File: config.mk
export PLATFORM = sky130hd
export DESIGN_NAME = seg_scan_ctrl
export DESIGN_NICKNAME = d
export VERILOG_FILES = /design/src/rtl/seg_scan_ctrl.sv
export SDC_FILE = /design/constraint.sdc
export NUM_CORES = 1
export LEC_CHECK = 0
export ABC_CLOCK_PERIOD_IN_PS = 4600
export CORE_MARGIN = 2
export CORE_UTILIZATION = 29
export DETAILED_ROUTE_END_ITERATION = 6
export HOLD_SLACK_MARGIN = 0.02
export PLACE_DENSITY_LB_ADDON = 0.1
export SETUP_SLACK_MARGIN = 0.05
export SKIP_CTS_REPAIR_TIMING = 1
export SLEW_MARGIN = 40
export SYNTH_ARGS = -nofsm -noshare
export SYNTH_HDL_FRONTEND = slang
export SYNTH_SLANG_ARGS = --single-unit
File: constraint.sdc
create_clock -name clk -period 4.6 [get_ports clk]
set_input_delay 1.15 -clock clk [delete_from_list [all_inputs] [get_ports clk]]
set_output_delay 1.15 -clock clk [all_outputs]
set_load 0.005 [all_outputs]
File: src/rtl/seg_scan_ctrl.sv
// Multiplexed 7-segment scan controller with sequential binary-to-BCD
// conversion, hex/decimal/signed display, leading-zero blanking,
// per-digit decimal points and an overflow flag.
module seg_scan_ctrl #(
  parameter int DATA_W     = 32,
  parameter int NUM_DIGITS = 8,
  parameter int CLK_DIV    = 50000
) (
  input  logic                  clk,
  input  logic                  rstn,
  input  logic [DATA_W-1:0]     data,
  input  logic                  load,
  input  logic                  base,
  input  logic                  signed_en,
  input  logic                  blank_lz,
  input  logic [NUM_DIGITS-1:0] dp_mask,
  output logic                  busy,
  output logic                  done,
  output logic                  ovf,
  output logic [7:0]            digit_en,
  output logic [7:0]            sseg,
  output logic [7:0]            sseg1
);

  // Decimal digits needed for 2^DATA_W-1 is floor(DATA_W*log10(2))+1.
  localparam int BCD_N = (DATA_W * 30103) / 100000 + 1;
  localparam int BCD_W = 4 * BCD_N;
  // Nibble view wide enough for both the BCD result and all 8 digit slots.
  localparam int NIB_N = (BCD_N > 8) ? BCD_N : 8;
  localparam int CNT_W = $clog2(CLK_DIV);
  localparam int BC_W  = $clog2(DATA_W);

  function automatic logic [6:0] glyph(input logic [3:0] n);
    case (n)
      4'h0: glyph = 7'h7E;  4'h1: glyph = 7'h30;
      4'h2: glyph = 7'h6D;  4'h3: glyph = 7'h79;
      4'h4: glyph = 7'h33;  4'h5: glyph = 7'h5B;
      4'h6: glyph = 7'h5F;  4'h7: glyph = 7'h70;
      4'h8: glyph = 7'h7F;  4'h9: glyph = 7'h7B;
      4'hA: glyph = 7'h77;  4'hB: glyph = 7'h1F;
      4'hC: glyph = 7'h4E;  4'hD: glyph = 7'h3D;
      4'hE: glyph = 7'h4F;  default: glyph = 7'h47;
    endcase
  endfunction

  logic              busy_q, done_q, ovf_q, neg_q, blz_q;
  logic [BC_W-1:0]   bit_cnt_q;
  logic [DATA_W-1:0] sh_q;
  logic [BCD_W-1:0]  bcd_q, bcd_adj, bcd_d;
  logic [6:0]        buf_q [8];
  logic [CNT_W-1:0]  cnt_q;
  logic [2:0]        sel_q;
  logic [7:0]        en_q, sseg0_q, sseg1_q;

  logic              start, last, wr, data_neg;
  logic [4*NIB_N-1:0] src_vec;
  logic              c_neg, c_blank, c_ovf, top_nz;
  int                msd;
  logic [6:0]        c_buf [8];
  logic [7:0]        dp_pad;

  assign start    = load & ~busy_q;
  assign last     = busy_q & (bit_cnt_q == BC_W'(DATA_W - 1));
  assign wr       = busy_q ? last : (start & ~base);
  assign data_neg = signed_en & data[DATA_W-1];
  assign dp_pad   = 8'(dp_mask);

  // One shift-add-3 step: correct every nibble >= 5, then shift in the next MSB.
  always_comb begin
    bcd_adj = bcd_q;
    for (int i = 0; i < BCD_N; i++) begin
      if (bcd_q[4*i +: 4] >= 4'd5) bcd_adj[4*i +: 4] = bcd_q[4*i +: 4] + 4'd3;
    end
    bcd_d = {bcd_adj[BCD_W-2:0], sh_q[DATA_W-1]};
  end

  // Nibble source for the buffer write: final BCD result or raw hex nibbles.
  always_comb begin
    src_vec = '0;
    if (busy_q) src_vec[BCD_W-1:0] = bcd_d;
    else        src_vec[DATA_W-1:0] = data;
  end

  // Build the new display image: glyphs, blanking, minus placement, overflow.
  always_comb begin
    c_neg   = busy_q & neg_q;
    c_blank = busy_q ? blz_q : blank_lz;
    c_ovf   = 1'b0;
    msd     = 0;
    for (int i = 0; i < NIB_N; i++) begin
      if (src_vec[4*i +: 4] != 4'd0) begin
        if (i >= NUM_DIGITS) c_ovf = 1'b1;
        else                 msd = i;
      end
    end
    for (int i = 0; i < 8; i++) begin
      c_buf[i] = 7'h00;
      if (i < NUM_DIGITS && (!c_blank || i <= msd)) c_buf[i] = glyph(src_vec[4*i +: 4]);
    end
    top_nz = (src_vec[4*(NUM_DIGITS-1) +: 4] != 4'd0);
    // An already-overflowed magnitude has no free digit for the minus.
    if (c_neg && !c_ovf) begin
      if (c_blank) begin
        if (msd + 1 < NUM_DIGITS) begin
          for (int i = 0; i < 8; i++) begin
            if (i == msd + 1) c_buf[i] = 7'h01;
          end
        end else begin
          c_ovf = 1'b1;
        end
      end else if (top_nz) begin
        c_ovf = 1'b1;
      end else begin
        c_buf[NUM_DIGITS-1] = 7'h01;
      end
    end
  end

  // Capture on idle load, run the serial conversion, commit the display buffer.
  always_ff @(posedge clk or negedge rstn) begin
    if (!rstn) begin
      busy_q    <= 1'b0;
      done_q    <= 1'b0;
      ovf_q     <= 1'b0;
      neg_q     <= 1'b0;
      blz_q     <= 1'b0;
      bit_cnt_q <= '0;
      sh_q      <= '0;
      bcd_q     <= '0;
      for (int i = 0; i < 8; i++) buf_q[i] <= 7'h00;
    end else begin
      done_q <= wr;
      if (wr) begin
        ovf_q <= c_ovf;
        for (int i = 0; i < 8; i++) buf_q[i] <= c_buf[i];
      end
      if (start && base) begin
        busy_q    <= 1'b1;
        bit_cnt_q <= '0;
        bcd_q     <= '0;
        neg_q     <= data_neg;
        blz_q     <= blank_lz;
        sh_q      <= data_neg ? (~data) + DATA_W'(1) : data;
      end else if (busy_q) begin
        sh_q      <= {sh_q[DATA_W-2:0], 1'b0};
        bcd_q     <= bcd_d;
        bit_cnt_q <= bit_cnt_q + BC_W'(1);
        if (last) busy_q <= 1'b0;
      end
    end
  end

  // Scan timer and digit selector, wrapping at the last populated digit.
  always_ff @(posedge clk or negedge rstn) begin
    if (!rstn) begin
      cnt_q <= '0;
      sel_q <= 3'd0;
    end else if (cnt_q == CNT_W'(CLK_DIV - 1)) begin
      cnt_q <= '0;
      sel_q <= (sel_q == 3'(NUM_DIGITS - 1)) ? 3'd0 : sel_q + 3'd1;
    end else begin
      cnt_q <= cnt_q + CNT_W'(1);
    end
  end

  // Registered digit enable and segment banks; the idle bank is forced to 0.
  always_ff @(posedge clk or negedge rstn) begin
    if (!rstn) begin
      en_q    <= 8'h00;
      sseg0_q <= 8'h00;
      sseg1_q <= 8'h00;
    end else begin
      en_q    <= 8'd1 << sel_q;
      sseg0_q <= sel_q[2] ? 8'h00 : {dp_pad[sel_q], buf_q[sel_q]};
      sseg1_q <= sel_q[2] ? {dp_pad[sel_q], buf_q[sel_q]} : 8'h00;
    end
  end

  assign busy     = busy_q;
  assign done     = done_q;
  assign ovf      = ovf_q;
  assign digit_en = en_q;
  assign sseg     = sseg0_q;
  assign sseg1    = sseg1_q;

endmodule

==> flow_metrics.env, run 1 <==
export IMPL_grt_first_pass_wirelength_microns=53200
export IMPL_syn_avg_cell_area_sq_um=9.03
export IMPL_synth_warning_count=0
export IMPL_synthTopCellsByArea="dfrtp_1 38%, ha_1 7.7%, nand2_1 6.0%"
export IMPL_synth_xor_xnor_area_share=0.0452
export IMPL_n_fill_cell=4180
export IMPL_cp_start_kind="flip-flop"
export IMPL_tightestPinTransition_ns=0.910
export IMPL_syn_area_sq_um=11800
export IMPL_clk_latency_ns=0.45
export IMPL_die_width_microns=206
export IMPL_drt_pass1_iter_count=5
export IMPL_clock_tree_buffer_depth=2
export IMPL_maxCapViolations=0
export IMPL_power_leakage_nw=6.04
export IMPL_fin_setup_tns_ns=0
export IMPL_fmax_ghz=0.241
export IMPL_slew_headroom=0.377
export IMPL_yosysSeqAreaShare=0.384
export IMPL_viasPerCell=5.00
export IMPL_cts_tree="done"
export IMPL_place_congestion=0.807
export IMPL_final_max_slew_viol_count=0
export IMPL_status="complete, no violations"
export IMPL_cts_buffers=17
export IMPL_antenna_found_initial=0
export IMPL_power_density_nw_per_um2=769
export IMPL_finalSetupViolations=0
export IMPL_synth_compound_area_frac=0.213
export IMPL_overflow=0
export IMPL_io_buffers=72
export IMPL_layout_commonest_cell="nand2_1"
export IMPL_rsz0062_at_grt="no"
export IMPL_wirelength_microns=32600
export IMPL_core_rowCount=73
export IMPL_muxShareOfSynthArea=0.0632
export IMPL_period_share=0.902
export IMPL_worstSetupPathType="reg -> reg"
export IMPL_track_usage=0.161
export IMPL_fin_skew_ns=0.0108
export IMPL_dpl_hpwl_microns=24200
export IMPL_synth_top_area_cell="dfrtp_1"
export IMPL_synthArstFlopShare=1.00
export IMPL_syn_num_nets=1427
export IMPL_synth_ff_type="dfrtp_1"
export IMPL_final_cell_mix="190 x nand2_1, 179 x dfrtp_1, 128 x o21ai_0, 93 x nor2_1, 73 x ha_1"
export IMPL_ys_seq_elements=181
export IMPL_avgRoutedWirePerCell_microns=16.9
export IMPL_layout_drive_gt1_share=0.112
export IMPL_worst_ep_required_time_ns=4.91
export IMPL_cts_root_buf="clkbuf_16"
export IMPL_vias=9652
export IMPL_synth_top_family_by_area="compound AO/OA/AOI/OAI gates"
export IMPL_hold_viol_final=0
export IMPL_grt_max_degree=100
export IMPL_fp_dieH_microns=206
export IMPL_drtAntennaViolNets=0
export IMPL_synthSimpleGateAreaFrac=0.176
export IMPL_grt_pass1_vias=9271
export IMPL_layout_nets=1512
export IMPL_yosysUniqueCellTypes=87
export IMPL_finish_utilization=0.349
export IMPL_irDropWorstVdd_v=0.000279
export IMPL_crit_fanout=6
export IMPL_num_io_pins=73
export IMPL_drt_iter0_markers=697
export IMPL_area_growth_pct=18.3
export IMPL_start_util=0.295
export IMPL_clkSinkCount=181
export IMPL_synthAdderAreaFrac=0.0773
export IMPL_synth_top_area_share=0.384
export IMPL_critPathArrivalTime_ns=4.46
export IMPL_synth_edf_count=0
export IMPL_hp_class="reg -> reg"
export IMPL_clk_pin_slew_worst_paths_ns=0.08
export IMPL_diodes=0
export IMPL_core_area_sq_um=40000
export IMPL_fp_dieArea_sq_um=42400
export IMPL_netlist_instances=1308
export IMPL_htree_levels=4
export IMPL_critPathCaptureType="flip-flop"
export IMPL_period_needed_ns=4.15
export IMPL_drc=0
[layout make-up]
cell class / count / area, sq um / share of cell area
Clock inverter: 13 / 104 / 0.00743
Clock buffer: 19 / 433 / 0.0310
Timing Repair Buffer: 134 / 1240 / 0.0887
Tap cell: 525 / 657 / 0.0470
Multi-Input combinational cell: 1001 / 6790 / 0.486
Inverter: 58 / 219 / 0.0157
Sequential cell: 181 / 4530 / 0.325
[final timing paths]
path / start / to / slack (ns) / cells after the start
max in group asynchronous: rstn / sh_q[1] / 3.29 / 2
min reg2reg: cnt_q[0] / cnt_q[0] / 0.47 / 1
max: bcd_q[16] / buf_q[48] / 0.45 / 17
min: cnt_q[0] / cnt_q[0] / 0.47 / 1
min in group asynchronous: rstn / sseg[1] / 0.63 / 1
max reg2reg: bcd_q[16] / buf_q[48] / 0.45 / 17
[through the flow]
step	power [mW]	cells	hold slack (ns)	worst slack (ns)	cell area, sq um
final	10.7	1931	0.466	0.452	14000
after global routing	11.8	1931	0.492	0.195	14000
after CTS	10.8	1931	0.471	0.477	14000
after detailed placement	9.37	1899	0.460	0.110	13400
after global placement	9.37	1899	0.448	0.121	13400
after floorplan	7.24	1308	0.425	0.307	11800
[cells in the mapped netlist (4+ instances only)]
cell / count
o31ai_1: 29
buf_1: 5
inv_1: 55
ha_1: 73
o21ai_0: 128
o22ai_1: 11
a21boi_0: 4
nor2_1: 94
o221ai_1: 5
and2_1: 27
mux4_2: 18
nand3b_1: 4
mux2_2: 9
a31oi_1: 17
nor3b_1: 8
a211oi_1: 6
a21oi_1: 64
dfrtp_1: 181
a21o_1: 15
and3_1: 13
mux2i_1: 24
nand3_1: 29
clkbuf_1: 55
xnor2_1: 41
xor2_1: 20
or3_1: 5
a31o_2: 4
a221oi_1: 5
o211ai_1: 4
nor3_1: 18
nor4_1: 6
a32o_1: 4
a22o_1: 27
nand2_1: 190
a22oi_1: 5
nand2b_1: 16
o21a_1: 5
nor2b_1: 4
[kinds of logic (layout without fill, tap and decap cells)]
kind of cell	count (synthesis)	count (layout)
multiplexers	51	51
buffers and inverters	126	224
adder cells (fa/ha/maj)	73	73
flip-flops	181	181
AND/OR/NAND/NOR	439	439
AO/OA/AOI/OAI	377	377
XOR/XNOR	61	61
[worst max-delay path, cell delays in order (launching register included)]
cell,delay [ns]
dfrtp_1,0.43
inv_1,0.09
ha_1,0.22
nand2b_1,0.10
a21oi_2,0.27
xnor2_1,0.13
mux2_2,0.30
inv_1,0.10
ha_1,0.19
nand2_1,0.09
or4_1,0.51
a31o_2,0.26
a21bo_4,0.23
ha_1,0.33
nor3_2,0.18
buf_4,0.19
o21a_1,0.28
o31ai_1,0.11
[power by group]
group / switching [mW] / total, mW / internal (mW)
sequential: 0.495 / 2.68 / 2.19
combinational: 3.85 / 6.67 / 2.82
clock: 0.697 / 1.39 / 0.698
[flip-flops by register name (all words and copies together) (netlist names), 3 cells and up]
| name | count |
|---|---|
| bcd_q | 40 |
| sseg | 8 |
| sh_q | 32 |
| bit_cnt_q | 5 |
| digit_en | 8 |
| cnt_q | 16 |
| sel_q | 3 |
| buf_q | 56 |
| sseg1 | 8 |
[per-layer routing]
layer  vias to the layer above  part of all wire  track usage
met5                         -                 0            0
met4                         0            0.0070       0.0339
met3                        13             0.032       0.0287
met2                       167              0.44        0.242
met1                      4631              0.52        0.239
li1                       4841                 -            -
Note: power is estimated with default switching activity, not from simulation.
==> run 2: changes to the inputs <==
CORE_ASPECT_RATIO = 1.2   (was not set)
==> run 2 against run 1 <==
Effect of this change: utilization hardly changed; clock power is 13% higher; count of clock-buffer cells in the layout is 5 higher; design area is 0.95% higher; clock skew hardly changed.
==> flow_metrics.env, run 2 (synthesized netlist as in run 1, its figures left out) <==
export IMPL_status="complete, no violations"
export IMPL_final_setup_worst_slack_ns=0.477
export IMPL_diodes=0
export IMPL_track_usage=0.160
export IMPL_cts_root_buf="clkbuf_16"
export IMPL_grt_max_degree=83
export IMPL_rsz0062_at_grt="no"
export IMPL_largest_register_ffs=56
export IMPL_num_io_pins=73
export IMPL_fp_dieH_microns=225
export IMPL_core_area_sq_um=40400
export IMPL_multi_input_area_sq_um=6800
export IMPL_vias=9677
export IMPL_start_util=0.292
export IMPL_power_density_nw_per_um2=775
export IMPL_place_area_sq_um=13500
export IMPL_hold_viol_final=0
export IMPL_drc=0
export IMPL_n_fill_cell=4183
export IMPL_clock_tree_buffer_depth=2
export IMPL_worst_ep_required_time_ns=4.94
export IMPL_irDropWorstVdd_v=0.000302
export IMPL_final_max_slew_viol_count=0
export IMPL_regArea_sq_um=4530
export IMPL_preCtsSetupSlack_ns=0.0867
export IMPL_core_rowCount=81
export IMPL_period_share=0.896
export IMPL_worstSetupPathType="reg -> reg"
export IMPL_critical_path_top_delay_family="compound AO/OA/AOI/OAI gates"
export IMPL_viasPerCell=4.96
export IMPL_crit_buf_inv=3
export IMPL_cts_tree="done"
export IMPL_drtAntennaViolNets=0
export IMPL_avgRoutedWirePerCell_microns=16.8
export IMPL_overflow=0
export IMPL_grt_first_pass_wirelength_microns=53300
export IMPL_tightestPinTransition_ns=0.792
export IMPL_clk_pin_slew_worst_paths_ns=0.07
export IMPL_layout_drive_gt1_share=0.115
export IMPL_slew_headroom=0.472
export IMPL_fin_setup_tns_ns=0
export IMPL_fin_skew_ns=0.0112
export IMPL_crit_chain="inv_1 > ha_1 > nand2b_1 > a21oi_2 > xnor2_1 > mux2_2 > inv_1 > ha_1 > nand2_1 > or4_1 > a31o_2 > a21bo_4 > ha_1 > nor3_2 > buf_4 > a31oi_4 > a32o_1"
export IMPL_critPathMostFrequentCell="ha_1"
export IMPL_drt_pass1_iter_count=6
export IMPL_die_width_microns=188
export IMPL_grt_pass1_vias=9598
export IMPL_r2r_setup_slack_ns=0.48
export IMPL_dpl_hpwl_microns=24100
export IMPL_clkSinkCount=181
export IMPL_drt_iter0_markers=592
export IMPL_place_congestion=0.846
export IMPL_area_growth_pct=19.4
export IMPL_io_buffers=72
export IMPL_reg_top3="buf_q: 56 flops, bcd_q: 40 flops, sh_q: 32 flops"
export IMPL_layout_commonest_cell="nand2_1"
export IMPL_finalSetupViolations=0
export IMPL_fmax_ghz=0.243
export IMPL_clk_latency_ns=0.45
export IMPL_slowest_delay_ns=0.51
export IMPL_cp_start_kind="flip-flop"
export IMPL_crit_fanout=6
export IMPL_crit_slowest_cell="or4_1"
export IMPL_finalInstanceArea_sq_um=14100
export IMPL_critPathArrivalTime_ns=4.47
export IMPL_critPathCaptureType="flip-flop"
export IMPL_layout_nets=1518
export IMPL_regMostFlops="buf_q"
export IMPL_cts_buffers=17
export IMPL_power_leakage_nw=6.10
export IMPL_fp_dieArea_sq_um=42400
export IMPL_wirelength_microns=32800
export IMPL_hp_class="reg -> reg"
export IMPL_htree_levels=4
export IMPL_antenna_found_initial=0
export IMPL_maxCapViolations=0
export IMPL_final_cell_mix="189 x nand2_1, 179 x dfrtp_1, 128 x o21ai_0, 93 x nor2_1, 73 x ha_1"
export IMPL_period_needed_ns=4.12
## run 2: cell count changes in the layout (fill, tap and decap cells not counted), moves of 2 or more
| cell | delta |
|---|---|
| clkinvlp_4 | -3 |
| clkbuf_1 | +2 |
| clkinv_4 | -4 |
| clkbuf_8 | +4 |
| buf_4 | +6 |
| bufinv_16 | +3 |
## run 2: report_power, final
part           switching [mW]  internal, mW  total, mW
Sequential              0.501          2.19       2.69
Clock                   0.671         0.899       1.57
Combinational            3.79          2.88       6.67
## run 2: per-stage QoR
step                      power (mW)  hold slack, ns   util  cells
after CTS                       11.0           0.467  0.349   1950
after detailed placement        9.39           0.457  0.334   1919
final                           10.9           0.467  0.349   1950
after global routing            11.9           0.493  0.349   1950
after floorplan                 7.24           0.425      -   1308
after global placement          9.35           0.451  0.333   1918
## run 2: final timing paths
path / depth (start not counted) / startpoint / end
max: 17 / bcd_q[17] / buf_q[32]
min: 1 / cnt_q[0] / cnt_q[0]
max reg2reg: 17 / bcd_q[17] / buf_q[32]
min reg2reg: 1 / cnt_q[0] / cnt_q[0]
max in group asynchronous: 2 / rstn / buf_q[13]
min in group asynchronous: 1 / rstn / sseg[3]
## run 2: final cells by class
cell class	instances	share of cell area
clock inverters	7	0.00852
flip-flops and latches	181	0.321
well taps	539	0.0478
repair buffers	140	0.0907
clock buffers	24	0.0342
inverters	58	0.0155
multi-input cells	1001	0.482
## run 2: metal layers
metal,track usage,part of all wire,up-vias
met1,0.218,0.49,4633
met4,0.0505,0.017,0
met5,0,0,-
met2,0.258,0.46,175
met3,0.0255,0.032,28
li1,-,-,4841
==> run 3: changes to the inputs <==
MAX_ROUTING_LAYER = met4   (was not set)
==> run 3 against run 2 <==
Effect of this change: design area unchanged; critical path depth unchanged; wire length about the same; critical path type unchanged; count of clock-buffer cells in the layout unchanged; fmax increased by 0.21%; largest power group unchanged; cell count unchanged; total power about the same; sequential cell count unchanged; highest routed layer unchanged.
==> flow_metrics.env, run 3 (synthesized netlist as in run 1, its figures left out) <==
export IMPL_area_growth_pct=19.4
export IMPL_drc=0
export IMPL_wirelength_microns=32800
export IMPL_final_max_slew_viol_count=0
export IMPL_fin_cells=1950
export IMPL_hp_class="reg -> reg"
export IMPL_critPathArrivalTime_ns=4.46
export IMPL_layout_nets=1518
export IMPL_layout_commonest_cell="nand2_1"
export IMPL_core_rowCount=81
export IMPL_crit_fanout=6
export IMPL_largest_register_ffs=56
export IMPL_rsz0062_at_grt="no"
export IMPL_finalInstanceArea_sq_um=14100
export IMPL_multi_input_area_sq_um=6800
export IMPL_antenna_found_initial=0
export IMPL_viasPerCell=4.96
export IMPL_cts_buffers=17
export IMPL_clock_tree_buffer_depth=2
export IMPL_dpl_hpwl_microns=24100
export IMPL_fin_skew_ns=0.0129
export IMPL_dp_cells=1919
export IMPL_start_util=0.292
export IMPL_track_usage=0.164
export IMPL_critPathCaptureType="flip-flop"
export IMPL_power_leakage_nw=6.10
export IMPL_regArea_sq_um=4530
export IMPL_maxCapViolations=0
export IMPL_place_area_sq_um=13500
export IMPL_fp_dieArea_sq_um=42400
export IMPL_slew_headroom=0.476
export IMPL_regMostFlops="buf_q"
export IMPL_period_share=0.894
export IMPL_clkSinkCount=181
export IMPL_avgRoutedWirePerCell_microns=16.8
export IMPL_status="complete, no violations"
export IMPL_place_congestion=0.859
export IMPL_worst_ep_required_time_ns=4.94
export IMPL_cts_root_buf="clkbuf_16"
export IMPL_drtAntennaViolNets=0
export IMPL_finalSetupViolations=0
export IMPL_grt_first_pass_wirelength_microns=53300
export IMPL_drt_iter0_markers=575
export IMPL_fmax_ghz=0.243
export IMPL_clk_latency_ns=0.46
export IMPL_final_setup_worst_slack_ns=0.486
export IMPL_power_density_nw_per_um2=776
export IMPL_grt_max_degree=83
export IMPL_overflow=0
export IMPL_cts_tree="done"
export IMPL_grt_pass1_vias=9590
export IMPL_period_needed_ns=4.11
export IMPL_io_buffers=72
export IMPL_final_cell_mix="189 x nand2_1, 179 x dfrtp_1, 128 x o21ai_0, 93 x nor2_1, 73 x ha_1"
export IMPL_layout_drive_gt1_share=0.115
export IMPL_die_width_microns=188
export IMPL_drt_pass1_iter_count=5
export IMPL_num_io_pins=73
export IMPL_clk_pin_slew_worst_paths_ns=0.07
export IMPL_fp_dieH_microns=225
export IMPL_core_area_sq_um=40400
export IMPL_htree_levels=4
export IMPL_whs_ns=0.467
export IMPL_preCtsSetupSlack_ns=0.0867
export IMPL_reg_top3="buf_q: 56 flops, bcd_q: 40 flops, sh_q: 32 flops"
export IMPL_diodes=0
export IMPL_vias=9664
export IMPL_irDropWorstVdd_v=0.000302
export IMPL_hold_viol_final=0
export IMPL_n_fill_cell=4183
export IMPL_tightestPinTransition_ns=0.786
export IMPL_worstSetupPathType="reg -> reg"
export IMPL_fin_setup_tns_ns=0
export IMPL_cp_start_kind="flip-flop"
-- run 3: power breakdown --
group	total (mW)	switching, mW	internal [mW]
sequential	2.69	0.502	2.19
clock	1.57	0.672	0.899
combinational	6.68	3.80	2.88
total	10.9	4.97	5.97
-- run 3: path summary, 6_finish.rpt --
path	cells after the start	end	slack [ns]	startpoint
max	17	buf_q[32]	0.49	bcd_q[17]
min	1	cnt_q[0]	0.47	cnt_q[0]
max reg2reg	17	buf_q[32]	0.49	bcd_q[17]
min reg2reg	1	cnt_q[0]	0.47	cnt_q[0]
max in group asynchronous	2	buf_q[13]	2.92	rstn
min in group asynchronous	1	sseg[3]	0.75	rstn
-- run 3: layout make-up --
type                            count  area share
Clock inverter                      7     0.00852
Tap cell                          539      0.0478
Multi-Input combinational cell   1001       0.482
Sequential cell                   181       0.321
Timing Repair Buffer              140      0.0907
Inverter                           58      0.0155
Clock buffer                       24      0.0342
-- run 3: layer usage --
metal | global-route usage | routed length (microns)
met1 | 0.218 | 16100
met2 | 0.258 | 15100
met3 | 0.0249 | 1070
met4 | 0.0505 | 515
met5 | - | 0
-- run 3: critical path, cell delays in order (launching register included) --
cell	delay, ns
dfrtp_1	0.40
inv_1	0.08
ha_1	0.17
nand2b_1	0.16
a21oi_2	0.29
xnor2_1	0.12
mux2_2	0.28
inv_1	0.10
ha_1	0.18
nand2_1	0.09
or4_1	0.51
a31o_2	0.25
a21bo_4	0.22
ha_1	0.32
nor3_2	0.28
buf_4	0.17
a31oi_4	0.12
a32o_1	0.24
-- run 3: stage by stage --
step	total power, mW	util
floorplan	7.24	-
global placement	9.35	0.333
detailed placement	9.39	0.334
CTS	11.0	0.349
global route	11.9	0.349
finish	10.9	0.349
